`src/rtl/aes_kat_pkg.sv`:
```
// Shared definitions for the AES known-answer-test sequencer: FSM state
// encoding, vector function codes, legal key widths and small helpers.
package aes_kat_pkg;

    typedef enum logic [2:0] {
        ST_IDLE  = 3'd0,
        ST_FETCH = 3'd1,
        ST_ISSUE = 3'd2,
        ST_WAIT  = 3'd3,
        ST_CHECK = 3'd4,
        ST_DONE  = 3'd5
    } kat_state_t;

    localparam logic [1:0] FUNC_SKIP = 2'b00;
    localparam logic [1:0] FUNC_ENC  = 2'b01;
    localparam logic [1:0] FUNC_DEC  = 2'b10;
    localparam logic [1:0] FUNC_BOTH = 2'b11;

    localparam int KEY_W_128 = 128;
    localparam int KEY_W_192 = 192;
    localparam int KEY_W_256 = 256;

    function automatic logic key_w_legal(input int w);
        return (w == KEY_W_128) || (w == KEY_W_192) || (w == KEY_W_256);
    endfunction

    // Result counters stick at all-ones instead of wrapping.
    function automatic logic [15:0] sat_inc16(input logic [15:0] v);
        if (v == 16'hFFFF) begin
            return v;
        end else begin
            return v + 16'd1;
        end
    endfunction

endpackage

```
`src/rtl/aes_kat_sequencer_if.sv`:
```
// Bundle of the vector-table read port and the AES core request/response
// port. The sequencer uses the master view; the table and core use slave.
interface aes_kat_sequencer_if #(
    parameter int NUM_VEC = 8,
    parameter int KEY_W   = 128
);
    localparam int IDX_W = $clog2(NUM_VEC);

    // vector table
    logic [IDX_W-1:0] vec_idx;
    logic [1:0]       vec_func;
    logic [127:0]     vec_text;
    logic [KEY_W-1:0] vec_key;
    logic [127:0]     vec_expect;

    // AES core
    logic [1:0]       core_func;
    logic [127:0]     core_text;
    logic [KEY_W-1:0] core_key;
    logic             core_start;
    logic             core_done;
    logic [127:0]     core_ciphertext;
    logic [127:0]     core_plaintext;

    modport master (
        output vec_idx, core_func, core_text, core_key, core_start,
        input  vec_func, vec_text, vec_key, vec_expect,
        input  core_done, core_ciphertext, core_plaintext
    );

    modport slave (
        input  vec_idx, core_func, core_text, core_key, core_start,
        output vec_func, vec_text, vec_key, vec_expect,
        output core_done, core_ciphertext, core_plaintext
    );
endinterface

```
`src/rtl/aes_kat_compare.sv`:
```
// Combinational pass/fail decision for one known-answer vector.
module aes_kat_compare
    import aes_kat_pkg::*;
(
    input  logic [1:0]   func,
    input  logic [127:0] ciphertext,
    input  logic [127:0] plaintext,
    input  logic [127:0] exp_val,
    input  logic [127:0] text,
    output logic         match
);

    // Select which core result(s) must agree with the table for this function.
    always_comb begin
        match = 1'b1;
        case (func)
            FUNC_ENC:  match = (ciphertext == exp_val);
            FUNC_DEC:  match = (plaintext == exp_val);
            FUNC_BOTH: match = (ciphertext == exp_val) && (plaintext == text);
            default:   match = 1'b1;
        endcase
    end

endmodule

```
`src/rtl/aes_kat_sequencer.sv`:
```
// Walks an external table of AES known-answer vectors, issues each one to
// the AES core, checks the result and keeps pass/fail statistics.
// Optional feature macro: AES_KAT_TIMEOUT_EN -- when defined, a vector whose
// core never answers within TIMEOUT_CYC cycles is scored as a failure.
module aes_kat_sequencer
    import aes_kat_pkg::*;
#(
    parameter int NUM_VEC     = 8,
    parameter int KEY_W       = 128,
    parameter int TIMEOUT_CYC = 64,
    localparam int IDX_W      = $clog2(NUM_VEC)
) (
    input  logic                 eph1,
    input  logic                 reset,
    input  logic                 go,
    input  logic                 loop,
    aes_kat_sequencer_if.master  bus,
    output logic                 busy,
    output logic                 done,
    output logic                 fail_flag,
    output logic [15:0]          pass_cnt,
    output logic [15:0]          fail_cnt,
    output logic [IDX_W-1:0]     first_fail_idx
);

    // Out-of-range parameter sets leave a visible marker scope in the hierarchy.
    if (!key_w_legal(KEY_W) || (NUM_VEC < 2) || (NUM_VEC > 256) || (TIMEOUT_CYC < 1)) begin : g_illegal_params
    end

    kat_state_t       state_r;
    kat_state_t       state_s;
    logic             start_run_s;
    logic             load_s;
    logic             capture_s;
    logic             check_s;
    logic             last_s;
    logic             match_s;
    logic             verdict_ok_s;

    logic [IDX_W-1:0] vec_idx_r;
    logic [1:0]       core_func_r;
    logic [127:0]     core_text_r;
    logic [KEY_W-1:0] core_key_r;
    logic             core_start_r;
    logic [127:0]     expect_r;
    logic [127:0]     ct_r;
    logic [127:0]     pt_r;
    logic             busy_r;
    logic             done_r;
    logic             fail_flag_r;
    logic [15:0]      pass_cnt_r;
    logic [15:0]      fail_cnt_r;
    logic [IDX_W-1:0] first_fail_idx_r;
    logic             first_seen_r;

`ifdef AES_KAT_TIMEOUT_EN
    localparam int TMR_W = $clog2(TIMEOUT_CYC + 1);
    localparam logic [TMR_W-1:0] TMO_LAST = TMR_W'(TIMEOUT_CYC - 1);
    logic [TMR_W-1:0] timer_r;
    logic             timeout_s;
    logic             tmo_r;
`endif

    assign last_s = (vec_idx_r == IDX_W'(NUM_VEC - 1));

`ifdef AES_KAT_TIMEOUT_EN
    assign verdict_ok_s = match_s && !tmo_r;
`else
    assign verdict_ok_s = match_s;
`endif

    aes_kat_compare u_compare (
        .func       (core_func_r),
        .ciphertext (ct_r),
        .plaintext  (pt_r),
        .exp_val    (expect_r),
        .text       (core_text_r),
        .match      (match_s)
    );

    // FSM state register.
    always_ff @(posedge eph1 or posedge reset) begin
        if (reset) begin
            state_r <= ST_IDLE;
        end else begin
            state_r <= state_s;
        end
    end

    // Next-state decode and the per-cycle strobes that drive the datapath.
    always_comb begin
        state_s     = state_r;
        start_run_s = 1'b0;
        load_s      = 1'b0;
        capture_s   = 1'b0;
        check_s     = 1'b0;
`ifdef AES_KAT_TIMEOUT_EN
        timeout_s   = 1'b0;
`endif
        case (state_r)
            ST_IDLE, ST_DONE: begin
                if (go) begin
                    state_s     = ST_FETCH;
                    start_run_s = 1'b1;
                end else begin
                    state_s = state_r;
                end
            end
            ST_FETCH: begin
                load_s = 1'b1;
                if (bus.vec_func == FUNC_SKIP) begin
                    state_s = ST_CHECK;
                end else begin
                    state_s = ST_ISSUE;
                end
            end
            ST_ISSUE: begin
                state_s = ST_WAIT;
            end
            ST_WAIT: begin
                if (bus.core_done) begin
                    capture_s = 1'b1;
                    state_s   = ST_CHECK;
                end
`ifdef AES_KAT_TIMEOUT_EN
                else if (timer_r == TMO_LAST) begin
                    timeout_s = 1'b1;
                    state_s   = ST_CHECK;
                end
`endif
                else begin
                    state_s = ST_WAIT;
                end
            end
            ST_CHECK: begin
                check_s = 1'b1;
                if (!last_s) begin
                    state_s = ST_FETCH;
                end else if (loop) begin
                    state_s = ST_FETCH;
                end else begin
                    state_s = ST_DONE;
                end
            end
            default: begin
                state_s = ST_IDLE;
            end
        endcase
    end

`ifdef AES_KAT_TIMEOUT_EN
    // Cycles spent waiting on the core, and whether the current vector timed out.
    always_ff @(posedge eph1 or posedge reset) begin
        if (reset) begin
            timer_r <= '0;
            tmo_r   <= 1'b0;
        end else begin
            if (state_r == ST_WAIT) begin
                timer_r <= timer_r + TMR_W'(1);
            end else begin
                timer_r <= '0;
            end
            if (load_s) begin
                tmo_r <= 1'b0;
            end else if (timeout_s) begin
                tmo_r <= 1'b1;
            end
        end
    end
`endif

    // Vector index, core request registers, result capture and statistics.
    always_ff @(posedge eph1 or posedge reset) begin
        if (reset) begin
            vec_idx_r        <= '0;
            core_func_r      <= 2'b00;
            core_text_r      <= 128'd0;
            core_key_r       <= '0;
            core_start_r     <= 1'b0;
            expect_r         <= 128'd0;
            ct_r             <= 128'd0;
            pt_r             <= 128'd0;
            busy_r           <= 1'b0;
            done_r           <= 1'b0;
            fail_flag_r      <= 1'b0;
            pass_cnt_r       <= 16'd0;
            fail_cnt_r       <= 16'd0;
            first_fail_idx_r <= '0;
            first_seen_r     <= 1'b0;
        end else begin
            busy_r       <= (state_s != ST_IDLE) && (state_s != ST_DONE);
            done_r       <= (state_s == ST_DONE);
            core_start_r <= (state_s == ST_ISSUE);

            if (start_run_s) begin
                vec_idx_r        <= '0;
                pass_cnt_r       <= 16'd0;
                fail_cnt_r       <= 16'd0;
                fail_flag_r      <= 1'b0;
                first_fail_idx_r <= '0;
                first_seen_r     <= 1'b0;
            end

            // Core inputs stay frozen from here until the vector is checked.
            if (load_s) begin
                core_func_r <= bus.vec_func;
                core_text_r <= bus.vec_text;
                core_key_r  <= bus.vec_key;
                expect_r    <= bus.vec_expect;
            end

            // Core results are only valid alongside core_done.
            if (capture_s) begin
                ct_r <= bus.core_ciphertext;
                pt_r <= bus.core_plaintext;
            end

            if (check_s && (core_func_r != FUNC_SKIP)) begin
                if (verdict_ok_s) begin
                    pass_cnt_r <= sat_inc16(pass_cnt_r);
                end else begin
                    fail_cnt_r  <= sat_inc16(fail_cnt_r);
                    fail_flag_r <= 1'b1;
                    if (!first_seen_r) begin
                        first_fail_idx_r <= vec_idx_r;
                        first_seen_r     <= 1'b1;
                    end
                end
            end

            // Advance; a wrap starts a new pass so first-failure capture re-arms.
            if (check_s) begin
                if (!last_s) begin
                    vec_idx_r <= vec_idx_r + IDX_W'(1);
                end else if (loop) begin
                    vec_idx_r    <= '0;
                    first_seen_r <= 1'b0;
                end
            end
        end
    end

    assign bus.vec_idx    = vec_idx_r;
    assign bus.core_func  = core_func_r;
    assign bus.core_text  = core_text_r;
    assign bus.core_key   = core_key_r;
    assign bus.core_start = core_start_r;

    assign busy           = busy_r;
    assign done           = done_r;
    assign fail_flag      = fail_flag_r;
    assign pass_cnt       = pass_cnt_r;
    assign fail_cnt       = fail_cnt_r;
    assign first_fail_idx = first_fail_idx_r;

endmodule

```
`src/flat_wrapper.sv`:
```
// flat-port wrapper written by rule: the top's interface ports become plain ports
module aes_kat_sequencer_flat import aes_kat_pkg::*;
#(
    parameter int NUM_VEC     = 8,
    parameter int KEY_W       = 128,
    parameter int TIMEOUT_CYC = 64,
    localparam int IDX_W      = $clog2(NUM_VEC)
)
  (eph1, reset, go, loop, busy, done, fail_flag, pass_cnt, fail_cnt, first_fail_idx, bus_vec_idx, bus_core_func, bus_core_text, bus_core_key, bus_core_start, bus_vec_func, bus_vec_text, bus_vec_key, bus_vec_expect, bus_core_done, bus_core_ciphertext, bus_core_plaintext);
  aes_kat_sequencer_if #(.NUM_VEC(NUM_VEC), .KEY_W(KEY_W)) bus_i ();
  input  logic eph1;
  input  logic reset;
  input  logic go;
  input  logic loop;
  output logic busy;
  output logic done;
  output logic fail_flag;
  output logic [15:0] pass_cnt;
  output logic [15:0] fail_cnt;
  output logic [IDX_W-1:0] first_fail_idx;
  output wire logic [$bits(bus_i.vec_idx)-1:0] bus_vec_idx;
  output wire logic [$bits(bus_i.core_func)-1:0] bus_core_func;
  output wire logic [$bits(bus_i.core_text)-1:0] bus_core_text;
  output wire logic [$bits(bus_i.core_key)-1:0] bus_core_key;
  output wire logic [$bits(bus_i.core_start)-1:0] bus_core_start;
  input wire logic [$bits(bus_i.vec_func)-1:0] bus_vec_func;
  input wire logic [$bits(bus_i.vec_text)-1:0] bus_vec_text;
  input wire logic [$bits(bus_i.vec_key)-1:0] bus_vec_key;
  input wire logic [$bits(bus_i.vec_expect)-1:0] bus_vec_expect;
  input wire logic [$bits(bus_i.core_done)-1:0] bus_core_done;
  input wire logic [$bits(bus_i.core_ciphertext)-1:0] bus_core_ciphertext;
  input wire logic [$bits(bus_i.core_plaintext)-1:0] bus_core_plaintext;
  assign bus_vec_idx = bus_i.vec_idx;
  assign bus_core_func = bus_i.core_func;
  assign bus_core_text = bus_i.core_text;
  assign bus_core_key = bus_i.core_key;
  assign bus_core_start = bus_i.core_start;
  assign bus_i.vec_func = bus_vec_func;
  assign bus_i.vec_text = bus_vec_text;
  assign bus_i.vec_key = bus_vec_key;
  assign bus_i.vec_expect = bus_vec_expect;
  assign bus_i.core_done = bus_core_done;
  assign bus_i.core_ciphertext = bus_core_ciphertext;
  assign bus_i.core_plaintext = bus_core_plaintext;
  aes_kat_sequencer #(.NUM_VEC(NUM_VEC), .KEY_W(KEY_W), .TIMEOUT_CYC(TIMEOUT_CYC)) u_core (.eph1(eph1), .reset(reset), .go(go), .loop(loop), .bus(bus_i), .busy(busy), .done(done), .fail_flag(fail_flag), .pass_cnt(pass_cnt), .fail_cnt(fail_cnt), .first_fail_idx(first_fail_idx));
endmodule
```
`config.mk`:
```
export PLATFORM = sky130hd
export DESIGN_NAME = aes_kat_sequencer_flat
export DESIGN_NICKNAME = d
export VERILOG_FILES = /design/src/rtl/aes_kat_pkg.sv /design/src/rtl/aes_kat_sequencer_if.sv /design/src/rtl/aes_kat_compare.sv /design/src/rtl/aes_kat_sequencer.sv /design/src/flat_wrapper.sv
export SDC_FILE = /design/constraint.sdc
export NUM_CORES = 2
export LEC_CHECK = 0
export CAP_MARGIN = 20
export CORE_AREA = 8 8 363 365
export CTS_CLUSTER_DIAMETER = 60
export DETAILED_ROUTE_END_ITERATION = 10
export DIE_AREA = 0 0 371 373
export GPL_TIMING_DRIVEN = 0
export REMOVE_ABC_BUFFERS = 1
export SLEW_MARGIN = 20
export SYNTH_ARGS = -nofsm -noshare
export SYNTH_HDL_FRONTEND = slang
export SYNTH_SLANG_ARGS = --single-unit
```
`constraint.sdc`:
```
create_clock -name eph1 -period 23 [get_ports eph1]
set_input_delay 4.6 -clock eph1 [delete_from_list [all_inputs] [get_ports eph1]]
set_output_delay 4.6 -clock eph1 [all_outputs]
set_load 0.05 [all_outputs]
```
==> impl_table.tex <==
\begin{tabular}{lr}
\hline
Metric & Value \\
\hline
\multicolumn{2}{l}{\textbf{Setup path}} \\
\quad Startpoint types & flip-flop \\
\quad Data required time at the worst endpoint & around 18 ns \\
\quad Worst Path Arrival & roughly 2.3 ns \\
\quad CP max-delay cell & sky130\_fd\_sc\_hd\_\_clkdlybuf4s50\_1 \\
\quad Worst setup path category & reg -> out \\
\quad Crit path buffers/inverters & 1 \\
\quad Max FO, Critical Path & 4 \\
\quad Kind of capture point of the worst setup path & output pin \\
\quad Slowest Stage Delay on Critical Path & a little over 1 ns \\
\quad Cell chain of the critical path & clkdlybuf4s50\_1 \\
\quad Top cell family by delay on the critical path & buffers and inverters \\
\multicolumn{2}{l}{\textbf{Floorplanning}} \\
\quad Number of core rows & 131 \\
\quad Core region area & $\sim$130000 µm² \\
\quad Die W & roughly 370 µm \\
\quad Starting utilization of the core area & between 20\% and 30\% \\
\quad Height of the die & approximately 370 µm \\
\quad Ports & roughly 950 \\
\quad Overall die area & about 140000 µm² \\
\multicolumn{2}{l}{\textbf{Power and ir drop}} \\
\quad Combinational Power Share & 46.7\% \\
\quad Switching part of the total power & about 47\% \\
\quad Switching power summed over all nets & 3.700 mW \\
\quad Power Internal & $\sim$4.2 mW \\
\quad Power density over the cells & approximately 170 nW/µm² \\
\quad Part of the power in registers & $\sim$33\% \\
\quad Clock network fraction of design power & about 20\% \\
\quad Leakage Power & around 20 nW \\
\quad Post-route total power & $\sim$7.9 mW \\
\quad Peak supply drop & just over 0.00009 V \\
\multicolumn{2}{l}{\textbf{Clocking}} \\
\quad Setup Fix Bufs, Post-CTS & 0 \\
\quad TritonCTS Sinks & $\sim$690 \\
\quad Clk slew on worst S/H paths & $\sim$0.060 ns \\
\quad Depth of the CTS H-tree & 3 \\
\quad Number of CTS-inserted buffers & between 100 and 150 \\
\quad Clock insertion delay at the later pin of the skew report & a little under 0.7 ns \\
\quad Clock tree root driver cell & sky130\_fd\_sc\_hd\_\_clkbuf\_16 \\
\quad Post-CTS Resized & 0 \\
\quad Clock tree from TritonCTS & built \\
\quad Worst-case clock buffer depth & 3 \\
\quad Hold-fix buffer count after cts & 0 \\
\multicolumn{2}{l}{\textbf{Yosys}} \\
\quad Area fraction of the dominant cell type after synthesis & a little under three fifths \\
\quad Synthesized instance count & about 3.0k \\
\quad Synthesized flop and latch total & between 600 and 700 \\
\quad Top-count cell post-synth & sky130\_fd\_sc\_hd\_\_nand2\_1 \\
\quad Mean instance size in the synthesized netlist & about 10 µm² \\
\quad Synth warn & 0 \\
\quad Share of synthesized area occupied by flip-flops and latches & 56.01\% \\
\quad Cell taking the most area after synthesis & sky130\_fd\_sc\_hd\_\_dfrtp\_1 \\
\quad Post-synthesis instance area & about 30000 µm² \\
\quad Distinct cell type count after synthesis & between 60 and 70 \\
\quad Fraction of registers with async set or reset after synthesis & between 90\% and 100\% \\
\quad Leading post-synthesis cells by cell area & sky130\_fd\_sc\_hd\_\_dfrtp\_1 56\%, sky130\_fd\_sc\_hd\_\_nand2\_1 14\%, sky130\_fd\_sc\_hd\_\_mux2\_2 9.5\% \\
\quad Commonest cells in the netlist & 1113 x sky130\_fd\_sc\_hd\_\_nand2\_1, 688 x sky130\_fd\_sc\_hd\_\_dfrtp\_1, 258 x sky130\_fd\_sc\_hd\_\_mux2\_2 \\
\quad Number of flops mapped to enable cells by yosys & 0 \\
\quad Synth Flop Type & sky130\_fd\_sc\_hd\_\_dfrtp\_1 \\
\multicolumn{2}{l}{\textbf{Timing}} \\
\quad Max-slew headroom & 35.22\% \\
\quad Unrepaired setup endpoints after global routing & false \\
\quad Final Max Tran Viols & 0 \\
\quad Hold Vio Cnt, Final & 0 \\
\quad Number of setup violations in the final report & 0 \\
\quad Highest clock frequency the design can meet & 144.8 MHz \\
\quad Period utilisation layout & between 30\% and 40\% \\
\quad Final critical delay including setup and external delays & between 6 and 7 ns \\
\quad Setup clock skew after layout & just under 0.03 ns \\
\quad Post-Route Setup TNS & 0 ns \\
\quad Hold Worst Slack & $\sim$0.47 ns \\
\quad Slew at the pin closest to its max-slew limit & just under 1 ns \\
\multicolumn{2}{l}{\textbf{Cells and area}} \\
\quad Proportion of layout cells with a drive suffix above 1 & between 10\% and 20\% \\
\quad Number of fill cells in the layout & 12.62k \\
\quad Final standard cell utilization of the core & between 30\% and 40\% \\
\quad Final net count & 4655 \\
\quad Area growth, synth to finish & 50.94\% \\
\multicolumn{2}{l}{\textbf{Worst hold path}} \\
\quad Classification of the worst-slack hold path & reg -> reg \\
\multicolumn{2}{l}{\textbf{Detailed routing}} \\
\quad Routed wire length & around 170000 µm \\
\quad Pre-antenna DRT Iters & 5 \\
\quad Wire per inst & $\sim$29 µm \\
\quad Drt initial violations & between 1.5k and 2k \\
\quad Mean number of vias per cell & 4.537 \\
\quad Antenna Violating Nets Remaining & 0 \\
\quad Vias post-DR & roughly 26k \\
\quad DRC violations left & 0 \\
\multicolumn{2}{l}{\textbf{Placed design}} \\
\quad PortBufs & 946 \\
\quad Global placer's final weighted congestion & between 0.8 and 0.9 \\
\quad Sum of net half-perimeters after detailed placement & 138000 µm \\
\multicolumn{2}{l}{\textbf{GRT}} \\
\quad Remaining global-route overflow & 0 \\
\quad First-pass GRT wire length & $\sim$230000 µm \\
\quad Pin count of the biggest net entering global routing & 95 \\
\quad Total routing resource utilization after global routing & 23.41\% \\
\quad Antenna violations before repair & a little over 90 \\
\quad Number of global-route vias before repair & roughly 27k \\
\multicolumn{2}{l}{\textbf{Flow run}} \\
\quad Number of max-cap violations & 0 \\
\multicolumn{2}{l}{\textbf{Outcome}} \\
\quad Run status & finished clean \\
\hline
\end{tabular}
## routing by layer
metal / vias up / GRT usage [%] / wire length [µm]
met5: - / 0 / 218
met4: 36 / 5.571 / 4152
met3: 266 / 9.310 / 15030
met2: 963 / 40.47 / 81920
met1: 12940 / 27.07 / 65400
li1: 12040 / - / -
## state kept, by name, indices dropped and copies added (netlist names)
register               cells
u_core.bus.core_start      1
u_core.first_fail_idx      3
u_core.bus.core_text     128
u_core.fail_cnt           16
u_core.busy                1
u_core.bus.core_func       2
u_core.first_seen_r        1
u_core.ct_r              128
u_core.bus.core_key      128
u_core.expect_r          128
u_core.done                1
u_core.state_r             3
u_core.pt_r              128
u_core.bus.vec_idx         3
u_core.fail_flag           1
u_core.pass_cnt           16
## per-stage QoR
step / setup WS (ns) / instances / cell area, µm²
finish: 16.09 / 5784 / 46400
floorplan: -0.8899 / 2914 / 30270
detailed placement: 16.17 / 5563 / 42820
global route: 15.97 / 5768 / 46360
global placement: -11.65 / 5522 / 41820
CTS: 15.94 / 5751 / 46310
## final timing paths
kind | depth (start not counted) | endpoint | slack (ns) | start
setup / recovery | 1 | bus_core_text[80] | 16.09 | u_core.bus.core_text[80]
hold / removal | 2 | u_core.bus.core_key[37] | 0.47 | u_core.bus.core_key[37]
setup reg to reg | 9 | u_core.pass_cnt[14] | 18.49 | u_core.bus.core_text[63]
hold reg to reg | 2 | u_core.bus.core_key[37] | 0.47 | u_core.bus.core_key[37]
max in group asynchronous | 5 | u_core.bus.core_text[92] | 17.00 | reset
min in group asynchronous | 2 | u_core.bus.core_key[36] | 4.29 | reset
## cells by family after synthesis
family	Yosys count	synth area share, %
AND/OR/NAND/NOR	1394	19.09
flip-flops	688	56.01
XOR/XNOR	276	7.864
multiplexers	260	9.516
buffers and inverters	213	2.633
AO/OA/AOI/OAI	202	4.725
adder cells (fa/ha/maj)	4	0.1628
## area by class of cell
class                   count  area, µm²  area share, %
diodes                     33      82.58         0.1780
clock buffers             129       2785          6.002
clock inverters            59      705.7          1.521
inverters                  90      345.3         0.7442
multi-input cells        2136      12780          27.54
flip-flops and latches    688      17220          37.10
well taps                1662       2079          4.482
repair buffers            987      10410          22.43
## cell usage in the layout, fill, tap and decap left out, types with 6 or more instances in the layout
cell	Yosys	routed
sky130_fd_sc_hd__nand2_1	1113	1113
sky130_fd_sc_hd__nor2_1	28	27
sky130_fd_sc_hd__inv_8	0	11
sky130_fd_sc_hd__bufinv_16	0	8
sky130_fd_sc_hd__a2111o_1	9	9
sky130_fd_sc_hd__nor2b_1	35	35
sky130_fd_sc_hd__nand2b_1	47	47
sky130_fd_sc_hd__clkinvlp_4	0	7
sky130_fd_sc_hd__clkbuf_1	113	15
sky130_fd_sc_hd__clkinv_4	0	6
sky130_fd_sc_hd__a22o_1	14	14
sky130_fd_sc_hd__nor3_1	14	13
sky130_fd_sc_hd__clkinv_2	0	11
sky130_fd_sc_hd__a21oi_1	18	18
sky130_fd_sc_hd__o2111ai_1	12	12
sky130_fd_sc_hd__nand4_1	65	65
sky130_fd_sc_hd__mux2_2	258	258
sky130_fd_sc_hd__dfrtp_1	688	688
sky130_fd_sc_hd__inv_1	90	89
sky130_fd_sc_hd__o21ai_0	54	54
sky130_fd_sc_hd__nand3_1	21	20
sky130_fd_sc_hd__clkbuf_16	0	103
sky130_fd_sc_hd__buf_16	0	22
sky130_fd_sc_hd__clkbuf_8	0	11
sky130_fd_sc_hd__clkdlybuf4s50_1	0	946
sky130_fd_sc_hd__diode_2	0	33
sky130_fd_sc_hd__nor4_1	45	41
sky130_fd_sc_hd__xor2_1	60	60
sky130_fd_sc_hd__o2bb2ai_1	6	6
sky130_fd_sc_hd__inv_6	0	14
sky130_fd_sc_hd__and3_1	6	6
sky130_fd_sc_hd__o22ai_1	29	29
sky130_fd_sc_hd__buf_12	0	15
sky130_fd_sc_hd__xnor2_1	216	216
## power groups by stage
stage                     combinational, mW  clock, mW  sequential (mW)
after floorplan                        1.75          0             3.02
after global placement                 4.21          0             2.61
after detailed placement               3.73          0             2.61
after CTS                              3.75       1.67             2.60
after global routing                   3.95       1.71             2.65
final                                  3.67       1.62             2.57
Power figures use the tool's default switching activity.
